File: src/rtl/match_sequencer_pkg.sv
// Shared types and defaults for the match sequencer and the VGA score display.
// The optional OVERTIME state is only reachable when OVERTIME_EN is defined.
package match_pkg;

  typedef enum logic [2:0] {
    IDLE       = 3'd0,
    KICKOFF    = 3'd1,
    PLAY       = 3'd2,
    GOAL_PAUSE = 3'd3,
    GAME_OVER  = 3'd4,
    OVERTIME   = 3'd5
  } phase_t;

  typedef enum logic [1:0] {
    WIN_NONE = 2'b00,
    WIN_BLUE = 2'b01,
    WIN_RED  = 2'b10,
    WIN_DRAW = 2'b11
  } winner_t;

  localparam int DEF_GOAL_POINTS   = 10;
  localparam int DEF_SCORE_MAX     = 120;
  localparam int DEF_MATCH_SECONDS = 180;
  localparam int SCORE_W           = 7;
  localparam int TIME_W            = 8;

  function automatic logic [SCORE_W-1:0] satAdd(input logic [SCORE_W-1:0] score,
                                                input int points, input int maxScore);
    int sum;
    sum = int'(score) + points;
    if (sum > maxScore) return SCORE_W'(maxScore);
    return SCORE_W'(sum);
  endfunction

  function automatic winner_t decideWinner(input logic [SCORE_W-1:0] blue,
                                           input logic [SCORE_W-1:0] red);
    if (blue > red) return WIN_BLUE;
    if (red > blue) return WIN_RED;
    return WIN_DRAW;
  endfunction

endpackage

File: src/rtl/match_sequencer_if.sv
// Game-controller side of the match sequencer: goal/start pulses in, phase,
// timer and score state out. master = game controller, slave = sequencer.
interface match_sequencer_if;
  logic       start;
  logic       goal_blue;
  logic       goal_red;
  logic [7:0] time_left;
  logic [6:0] blue_score;
  logic [6:0] red_score;
  logic       play_en;
  logic       ball_reset;
  logic [2:0] phase;
  logic       game_over;
  logic [1:0] winner;

  modport master (
    output start, goal_blue, goal_red,
    input  time_left, blue_score, red_score, play_en, ball_reset, phase, game_over, winner
  );

  modport slave (
    input  start, goal_blue, goal_red,
    output time_left, blue_score, red_score, play_en, ball_reset, phase, game_over, winner
  );
endinterface

File: src/rtl/match_sequencer_sec_prescaler.sv
// Divides clk into a one-cycle tick every TICKS_PER_SECOND cycles while run_i
// is high; also reused as the VGA blink timer.
module sec_prescaler #(
  parameter int TICKS_PER_SECOND = 50000000
) (
  input  logic clk,
  input  logic rst_n,
  input  logic clear_i,
  input  logic run_i,
  output logic tick_o
);

  localparam int CW = (TICKS_PER_SECOND > 1) ? $clog2(TICKS_PER_SECOND) : 1;
  localparam logic [CW-1:0] LAST = CW'(TICKS_PER_SECOND - 1);

  logic [CW-1:0] count_q;

  assign tick_o = run_i && (count_q == LAST);

  always_ff @(posedge clk or negedge rst_n) begin
    if (!rst_n) begin
      count_q <= '0;
    end else if (clear_i || !run_i || (count_q == LAST)) begin
      count_q <= '0;
    end else begin
      count_q <= count_q + CW'(1);
    end
  end

endmodule

File: src/rtl/match_sequencer.sv
// Quidditch match phase controller: kickoff, play, goal pauses, countdown and
// scoring. Define OVERTIME_EN to break ties with a sudden-death OVERTIME phase.
module match_sequencer
  import match_pkg::*;
#(
  parameter int TICKS_PER_SECOND   = 50000000,
  parameter int MATCH_SECONDS      = DEF_MATCH_SECONDS,
  parameter int GOAL_PAUSE_SECONDS = 3,
  parameter int KICKOFF_SECONDS    = 2,
  parameter int GOAL_POINTS        = DEF_GOAL_POINTS,
  parameter int SCORE_MAX          = DEF_SCORE_MAX
) (
  input logic              clk,
  input logic              rst_n,
  match_sequencer_if.slave bus
);

  localparam logic [TIME_W-1:0] MATCH_T   = TIME_W'(MATCH_SECONDS);
  localparam logic [3:0]        KICK_T    = 4'(KICKOFF_SECONDS);
  localparam logic [3:0]        PAUSE_T   = 4'(GOAL_PAUSE_SECONDS);

  phase_t              phase_q, phase_d;
  logic [TIME_W-1:0]   timeLeft_q, timeLeft_d;
  logic [SCORE_W-1:0]  blueScore_q, blueScore_d, redScore_q, redScore_d;
  logic [SCORE_W-1:0]  blueAdd, redAdd;
  logic [3:0]          pause_q, pause_d;
  logic                fromOvertime_q, fromOvertime_d;
  logic                ballPend_q, ballPend_d;
  logic                ballReset_q, playEn_q, gameOver_q;
  winner_t             winner_q, winner_d;
  logic                secTick, tickRun, tickClear, expiring;

  assign tickRun   = (phase_q == KICKOFF) || (phase_q == PLAY) ||
                     (phase_q == GOAL_PAUSE) || (phase_q == OVERTIME);
  assign tickClear = (phase_d != phase_q);
  assign expiring  = secTick && (timeLeft_q == TIME_W'(1));
  assign blueAdd   = bus.goal_blue ? satAdd(blueScore_q, GOAL_POINTS, SCORE_MAX) : blueScore_q;
  assign redAdd    = bus.goal_red  ? satAdd(redScore_q,  GOAL_POINTS, SCORE_MAX) : redScore_q;

  sec_prescaler #(
    .TICKS_PER_SECOND(TICKS_PER_SECOND)
  ) u_prescaler (
    .clk    (clk),
    .rst_n  (rst_n),
    .clear_i(tickClear),
    .run_i  (tickRun),
    .tick_o (secTick)
  );

  always_comb begin
    phase_d        = phase_q;
    timeLeft_d     = timeLeft_q;
    blueScore_d    = blueScore_q;
    redScore_d     = redScore_q;
    pause_d        = pause_q;
    fromOvertime_d = fromOvertime_q;
    winner_d       = winner_q;
    ballPend_d     = 1'b0;

    case (phase_q)
      IDLE, GAME_OVER: begin
        if (bus.start) begin
          phase_d        = KICKOFF;
          blueScore_d    = '0;
          redScore_d     = '0;
          timeLeft_d     = MATCH_T;
          pause_d        = KICK_T;
          fromOvertime_d = 1'b0;
          winner_d       = WIN_NONE;
          ballPend_d     = 1'b1;
        end
      end

      KICKOFF, GOAL_PAUSE: begin
        if (secTick) begin
          pause_d = pause_q - 4'd1;
          if (pause_q == 4'd1) begin
            phase_d        = fromOvertime_q ? OVERTIME : PLAY;
            fromOvertime_d = 1'b0;
          end
        end
      end

      PLAY: begin
        blueScore_d = blueAdd;
        redScore_d  = redAdd;
        if (secTick && (timeLeft_q != '0)) timeLeft_d = timeLeft_q - TIME_W'(1);
        // Expiry wins over a same-cycle goal: credit it, but take no pause.
        if (expiring) begin
          phase_d  = GAME_OVER;
          winner_d = decideWinner(blueAdd, redAdd);
`ifdef OVERTIME_EN
          if (blueAdd == redAdd) begin
            phase_d  = OVERTIME;
            winner_d = WIN_NONE;
          end
`endif
        end else if (bus.goal_blue || bus.goal_red) begin
          phase_d    = GOAL_PAUSE;
          pause_d    = PAUSE_T;
          ballPend_d = 1'b1;
        end
      end

`ifdef OVERTIME_EN
      OVERTIME: begin
        blueScore_d = blueAdd;
        redScore_d  = redAdd;
        if (bus.goal_blue && bus.goal_red) begin
          phase_d        = GOAL_PAUSE;
          pause_d        = PAUSE_T;
          fromOvertime_d = 1'b1;
          ballPend_d     = 1'b1;
        end else if (bus.goal_blue) begin
          phase_d  = GAME_OVER;
          winner_d = WIN_BLUE;
        end else if (bus.goal_red) begin
          phase_d  = GAME_OVER;
          winner_d = WIN_RED;
        end
      end
`endif

      default: phase_d = IDLE;
    endcase
  end

  // ball_reset trails the transition by one cycle via ballPend_q.
  always_ff @(posedge clk or negedge rst_n) begin
    if (!rst_n) begin
      phase_q        <= IDLE;
      timeLeft_q     <= MATCH_T;
      blueScore_q    <= '0;
      redScore_q     <= '0;
      pause_q        <= '0;
      fromOvertime_q <= 1'b0;
      winner_q       <= WIN_NONE;
      ballPend_q     <= 1'b0;
      ballReset_q    <= 1'b0;
      playEn_q       <= 1'b0;
      gameOver_q     <= 1'b0;
    end else begin
      phase_q        <= phase_d;
      timeLeft_q     <= timeLeft_d;
      blueScore_q    <= blueScore_d;
      redScore_q     <= redScore_d;
      pause_q        <= pause_d;
      fromOvertime_q <= fromOvertime_d;
      winner_q       <= winner_d;
      ballPend_q     <= ballPend_d;
      ballReset_q    <= ballPend_q;
      playEn_q       <= (phase_d == PLAY) || (phase_d == OVERTIME);
      gameOver_q     <= (phase_d == GAME_OVER);
    end
  end

  assign bus.phase      = phase_q;
  assign bus.time_left  = timeLeft_q;
  assign bus.blue_score = blueScore_q;
  assign bus.red_score  = redScore_q;
  assign bus.play_en    = playEn_q;
  assign bus.ball_reset = ballReset_q;
  assign bus.game_over  = gameOver_q;
  assign bus.winner     = winner_q;

endmodule

File: src/flat_wrapper.sv
// flat-port wrapper written by rule: the top's interface ports become plain ports
module match_sequencer_flat import match_pkg::*;
#(
  parameter int TICKS_PER_SECOND   = 50000000,
  parameter int MATCH_SECONDS      = DEF_MATCH_SECONDS,
  parameter int GOAL_PAUSE_SECONDS = 3,
  parameter int KICKOFF_SECONDS    = 2,
  parameter int GOAL_POINTS        = DEF_GOAL_POINTS,
  parameter int SCORE_MAX          = DEF_SCORE_MAX
)
  (clk, rst_n, bus_start, bus_goal_blue, bus_goal_red, bus_time_left, bus_blue_score, bus_red_score, bus_play_en, bus_ball_reset, bus_phase, bus_game_over, bus_winner);
  match_sequencer_if bus_i ();
  input logic clk;
  input logic rst_n;
  input wire logic [$bits(bus_i.start)-1:0] bus_start;
  input wire logic [$bits(bus_i.goal_blue)-1:0] bus_goal_blue;
  input wire logic [$bits(bus_i.goal_red)-1:0] bus_goal_red;
  output wire logic [$bits(bus_i.time_left)-1:0] bus_time_left;
  output wire logic [$bits(bus_i.blue_score)-1:0] bus_blue_score;
  output wire logic [$bits(bus_i.red_score)-1:0] bus_red_score;
  output wire logic [$bits(bus_i.play_en)-1:0] bus_play_en;
  output wire logic [$bits(bus_i.ball_reset)-1:0] bus_ball_reset;
  output wire logic [$bits(bus_i.phase)-1:0] bus_phase;
  output wire logic [$bits(bus_i.game_over)-1:0] bus_game_over;
  output wire logic [$bits(bus_i.winner)-1:0] bus_winner;
  assign bus_i.start = bus_start;
  assign bus_i.goal_blue = bus_goal_blue;
  assign bus_i.goal_red = bus_goal_red;
  assign bus_time_left = bus_i.time_left;
  assign bus_blue_score = bus_i.blue_score;
  assign bus_red_score = bus_i.red_score;
  assign bus_play_en = bus_i.play_en;
  assign bus_ball_reset = bus_i.ball_reset;
  assign bus_phase = bus_i.phase;
  assign bus_game_over = bus_i.game_over;
  assign bus_winner = bus_i.winner;
  match_sequencer #(.TICKS_PER_SECOND(TICKS_PER_SECOND), .MATCH_SECONDS(MATCH_SECONDS), .GOAL_PAUSE_SECONDS(GOAL_PAUSE_SECONDS), .KICKOFF_SECONDS(KICKOFF_SECONDS), .GOAL_POINTS(GOAL_POINTS), .SCORE_MAX(SCORE_MAX)) u_core (.clk(clk), .rst_n(rst_n), .bus(bus_i));
endmodule
File: config.mk
export PLATFORM = sky130hd
export DESIGN_NAME = match_sequencer_flat
export DESIGN_NICKNAME = d
export VERILOG_FILES = /design/src/rtl/match_sequencer_pkg.sv /design/src/rtl/match_sequencer_if.sv /design/src/rtl/match_sequencer_sec_prescaler.sv /design/src/rtl/match_sequencer.sv /design/src/flat_wrapper.sv
export SDC_FILE = /design/constraint.sdc
export NUM_CORES = 1
export LEC_CHECK = 0
export ABC_AREA = 0
export CORE_UTILIZATION = 52
export DETAILED_ROUTE_END_ITERATION = 7
export PLACE_DENSITY = 0.73
export SETUP_SLACK_MARGIN = 0.5
export SYNTH_ARGS = -nofsm -noshare
export SYNTH_HDL_FRONTEND = slang
export SYNTH_SLANG_ARGS = --single-unit
File: constraint.sdc
create_clock -name clk -period 3.2 [get_ports clk]
set_input_delay 0.64 -clock clk [delete_from_list [all_inputs] [get_ports clk]]
set_output_delay 0.64 -clock clk [all_outputs]
set_load 0.01 [all_outputs]
# Word level (Yosys, flattened, before mapping)
# Cells that the tools add are included.
# totals
ff_bits,62
# classes
n_mux,49
addsub,5
n_reduce_logical,23
magnitude_cmp,4
eq_ne,19
# op_table
op,count
$gt 32x8->1 const B,2
$mux 7,7
$pmux 7 s2,2
$add 26x1->26 const B,1
$eq 26x26->1 const B,1
$mux 26,1
$mux 3,6
$add 7x4->8 const B,2
$mux 4,4
$mux 8,2
$pmux 8 s2,1
$mux 1,15
$gt 7x7->1,2
$eq 3x3->1 const B,4
$mux 2,6
$pmux 4 s3,1
$eq 3x2->1 const B,3
$pmux 3 s3,1
$eq 8x1->1 const B,1
$ne 2x2->1 const B,4
$reduce_bool 8->1,1
$sub 8x1->8 const B,1
$logic_or 1x1->1,7
$ne 2x1->1 const B,3
16 further kinds,22

# Longest topological paths before layout
# logic_depth
depth_word,16
depth_mapped,12
ltp_nobuf,12

# Cells and area by module
# Synthesis repeated with hierarchy kept, for this count alone.
# unflattened
cells_unflattened,401
area_unflattened_um2,3656.0
# modules_own_cells
module,area_each_um2,cells_each,instances
match_sequencer,2288.4,260,1
sec_prescaler,1367.6,141,1

# Least setup slack after synthesis
# Ideal clock, no wire load.
# synth_timing
path_type,register to register
startpoint,register u_core.redScore_q[1] (netlist: u_core.bus.red_score[1])
endpoint,register u_core.winner_q[0] (netlist: u_core.bus.winner[0])
setup_slack_ns,0.101
arrival_time_ns,2.974
path_stages_with_launch,13
required_time_ns,3.075
synth_period_minus_slack_ns,3.099
path_cell_list,dfrtp_1 -> ha_1 -> or3b_2 -> and3_1 -> a22o_1 -> a21oi_1 -> mux2i_1 -> ha_1 -> nor2b_1 -> o21ai_0 -> a21oi_1 -> o31a_1 -> mux2_2
# synth_between
elab_chain_cells,14
elab_cells_between_ends,19
# synth_rtl
element,line_no,source
start: declaration,match_sequencer.sv:24,"logic [SCORE_W-1:0] blueScore_q, blueScore_d, redScore_q, redScore_d;"
start signal: assignment,match_sequencer.sv:146,redScore_q <= redScore_d;
$add 7x4->8,match_sequencer_pkg.sv:30,sum = int'(score) + points;
$gt 32x8->1,match_sequencer_pkg.sv:31,if (sum > maxScore) return SCORE_W'(maxScore);
$mux 1,match_sequencer_pkg.sv:31,
$mux 7,match_sequencer_pkg.sv:32,return SCORE_W'(sum);
$mux 7 *,match_sequencer.sv:38,"assign redAdd = bus.goal_red ? satAdd(redScore_q, GOAL_POINTS, SCORE_MAX) : redScore_q;"
$gt 7x7->1,match_sequencer_pkg.sv:38,if (red > blue) return WIN_RED;
$mux 1 (2 in series),match_sequencer_pkg.sv:38,
$mux 1,match_sequencer.sv:89,if (expiring) begin
$mux 1,match_sequencer.sv:60,case (phase_q)
$mux 2,match_sequencer_pkg.sv:39,return WIN_DRAW;
$mux 2 *,match_sequencer_pkg.sv:38,
$mux 2 *,match_sequencer.sv:89,
$pmux 2 s2 *,match_sequencer.sv:60,
end signal: assignment,match_sequencer.sv:149,winner_q <= winner_d;
end: declaration,match_sequencer.sv:30,"winner_t winner_q, winner_d;"
# Every way passes the cells marked *; elsewhere a longest branch is shown, timed or not. The select of a mux whose other input is x is not followed.
# A chain may end at the register's enable or synchronous reset.

# Worst setup path in the final report
# layout_timing
startpoint,register u_core.redScore_q[2] (netlist: u_core.bus.red_score[2])
endpoint,register u_core.winner_q[0] (netlist: u_core.bus.winner[0])
# Same word-level chain as after synthesis.

==> flow_metrics.py <==
metrics = {
    "global_routing": {
        "grt_pass1_vias": 3049,
        "grtUsageTotal_pct": 24.75,
        "grt_max_degree": 27,
        "grt_pass1_wl_um": 14240,
        "grt.overflow.total": 0,
        "antenna_found_initial": 0,
    },
    "die": {
        "die-width_um": 85.64,
        "dieArea_um2": 7333,
        "die_y_um": 85.64,
        "start_util_pct": 53.83,
        "row_count": 30,
        "io_pins": 35,
        "coreArea_um2": 6756,
    },
    "sta": {
        "period_share_pct": 93.65,
        "clock_skew_ns": 0.009120,
        "finalHoldViolCount": 0,
        "final.min_clock_period_ns": 2.997,
        "worst-slew-pin-transition_ns": 0.7720,
        "tns_ns": 0,
        "fmax_ghz": 0.3337,
        "slew_viol_final": 0,
        "setup_viol": 0,
        "relSlewSlack_pct": 48.14,
        "rsz0062_at_grt": "yes",
    },
    "yosys": {
        "synth_area_um2": 3637,
        "seq_area_frac_synth_pct": 42.11,
        "yosys.area_share.simple_pct": 27.24,
        "synth_top_area_share_pct": 39.22,
        "synthAdderAreaFrac_pct": 4.816,
        "synth_top_family_by_area": "simple AND/OR/NAND/NOR gates",
        "synthXorXnorAreaFrac_pct": 6.020,
        "syn-num-nets": 426,
        "synthTopCellsByArea": "dfrtp_1, nor2_1, ha_1",
        "synthCells": 407,
        "synth.distinct_cells": 54,
        "synthArstFlopShare_pct": 100.0,
        "synth_mux_area_share_pct": 2.030,
        "syn_avg_cell_area_um2": 8.937,
        "synth_seq_cells": 61,
        "synth_compound_area_share_pct": 14.28,
        "synth_ff_type": "dfrtp_1",
        "synth_edf_count": 0,
        "ys_warn_count": 0,
        "synth.largest_area_cell": "dfrtp_1",
    },
    "placement": {
        "postPlaceCellArea_um2": 4103,
        "portBuffers": 34,
        "place.gp.congestion": 0.9373,
        "dpl.hpwl_um": 5855,
    },
    "pwr": {
        "total_leakage_power_nw": 1.882,
        "p_per_area_nw_per_um2": 399.8,
        "clockPowerShare_pct": 41.3,
        "comb_power_share_pct": 9.8,
        "seqPwrFrac_pct": 48.9,
        "switching_share_pct": 25.39,
        "p_switching_mw": 0.4451,
        "internal_power_mw": 1.308,
        "ir_drop_v": 0.0002873,
    },
    "worst_setup_path": {
        "worst-r2r-setup-slack_ns": 0.20,
        "critPathCapture": "u_core.bus.winner[0]$_DFFE_PN0P_",
        "cp.required_ns": 3.42,
        "end_kind": "flop",
        "startpoint_type": "flop",
        "rr_endpoint": "u_core.bus.winner[0]$_DFFE_PN0P_",
        "critPathLaunch": "u_core.bus.red_score[2]$_DFFE_PN0P_",
        "worstSetupPathType": "flop to flop",
        "cp.arrival_ns": 3.22,
        "timing.rr.start": "u_core.bus.red_score[2]$_DFFE_PN0P_",
        "rr_worst_depth": 12,
        "critPathMaxFanout": 3,
    },
    "route": {
        "wirelength_um": 8531,
        "drtPass1Iterations": 4,
        "wl_per_cell_um": 15.95,
        "drc": 0,
        "first_iter_violations": 136,
        "vias": 3220,
        "ant_nets": 0,
        "vias_per_cell": 6.019,
    },
    "cells_and_area": {
        "nets": 469,
        "final_cell_mix": "dfrtp_1, nor2_1, nand2_1",
        "utilization_pct": 64.89,
        "fin_area_um2": 4384,
        "drive_gt1_share_pct": 12.53,
        "fill_cells": 549,
        "syn_to_final_growth_pct": 20.54,
        "layout.cells.most_common": "dfrtp_1",
        "antenna_cells": 0,
    },
    "cts": {
        "cts-buffers-inserted": 9,
        "cts.reportedPaths.clkPinSlew_ns": 0.07,
        "cts.sink_count": 61,
        "cts_tree": "done",
        "hold_buffers": 0,
        "clock_path_buffers": 2,
        "insertion_delay_ns": 0.33,
        "h-tree-depth": 3,
        "root_buffer": "clkbuf_8",
    },
    "flow_run": {
        "cap_violations": 0,
    },
    "run_status": {
        "status": "finished clean",
    },
    "worst_hold_path": {
        "hold_class": "input pin to asynchronous set/reset pin",
    },
}
==> routing by layer <==
metal | up-vias | share of wire, % | global-route usage [%]
met5 | - | 0 | 0
met4 | 0 | 3.0 | 12.73
met3 | 25 | 4.5 | 4.235
met2 | 94 | 45 | 37.45
met1 | 1532 | 48 | 34.36
li1 | 1569 | - | -
==> registers in the layout (all words and copies together) (netlist names) <==
name                        flops
u_core.bus.winner               2
u_core.bus.phase                3
u_core.bus.play_en              1
u_core.ballPend_q               1
u_core.bus.game_over            1
u_core.pause_q                  4
u_core.u_prescaler.count_q     26
u_core.bus.ball_reset           1
u_core.bus.red_score            7
u_core.bus.blue_score           7
u_core.bus.time_left            8
==> synthesized netlist by cell type (all sizes together) (7+ instances only) <==
library cell / count
and3: 10
ha: 14
a21oi: 19
clkbuf: 17
nand4: 16
inv: 14
nand3: 25
o31ai: 7
nor3: 8
or4: 8
nand2: 36
o21ai: 17
xor2: 20
dfrtp: 57
nor2: 50
==> cells by family after synthesis <==
logic type	Yosys count
compound gates	78
xor+xnor	25
fa+ha+maj	14
buf+inv	32
flops	61
mux	7
simple gates	190
==> worst max-delay path, stage by stage (launching register included) <==
cell	delay [ns]
dfrtp_2	0.43
ha_4	0.25
or3b_4	0.37
and3_4	0.18
a22o_1	0.22
a21oi_1	0.13
mux2i_1	0.09
ha_1	0.33
nor2b_4	0.13
o21ai_2	0.12
a21oi_2	0.08
o31a_1	0.30
mux2_2	0.26
==> metrics by stage <==
step,cells,worst slack [ns],power (mW),hold WS (ns)
4_1_cts,534,0.2174,1.771,0.3394
2_1_floorplan,407,0.3211,0.9656,0.3312
6_report,535,0.2034,1.753,0.3299
3_5_place_dp,514,0.1839,1.040,0.3402
3_3_place_gp,514,0.2523,1.035,0.3330
5_1_grt,535,0.1148,1.831,0.3725
==> worst min-delay path by stage <==
stage	slack, ns	cells after the start	to	startpoint
final	0.33	1	u_core.bus.blue_score[1]$_DFFE_PN0P_	rst_n
after global routing	0.37	1	u_core.bus.red_score[3]$_DFFE_PN0P_	rst_n
after CTS	0.34	1	u_core.bus.blue_score[1]$_DFFE_PN0P_	rst_n
after detailed placement	0.34	0	u_core.bus.ball_reset$_DFF_PN0_	u_core.ballPend_q$_DFF_PN0_
after global placement	0.33	0	u_core.bus.ball_reset$_DFF_PN0_	u_core.ballPend_q$_DFF_PN0_
after floorplan	0.33	0	u_core.bus.ball_reset$_DFF_PN0_	u_core.ballPend_q$_DFF_PN0_
==> power by group through the flow <==
stage | combinational, mW | sequential (mW) | clock, mW
after floorplan | 0.104 | 0.862 | 0
after global placement | 0.164 | 0.870 | 0
after detailed placement | 0.169 | 0.872 | 0
after CTS | 0.172 | 0.858 | 0.742
after global routing | 0.192 | 0.866 | 0.773
final | 0.171 | 0.858 | 0.724
==> repair_timing <==
action / CTS / global route
pin swaps: 6 / 7
endpoints found under the hold margin: 0 / 0
setup buffers: 4 / 1
gates resized for setup: 3 / 7
setup endpoints to repair: 5 / 2
==> cell type report <==
type / instances / area (um2) / share of cell area (%)
clock buffer: 13 / 168.9 / 3.853
clock inverter: 3 / 42.54 / 0.9703
inverter: 14 / 52.55 / 1.199
multi-input combinational: 314 / 2031 / 46.32
sequential: 61 / 1534 / 34.99
tap: 80 / 100.1 / 2.283
timing repair buffer: 50 / 455.4 / 10.39
Note: power is estimated with default switching activity, not from simulation.
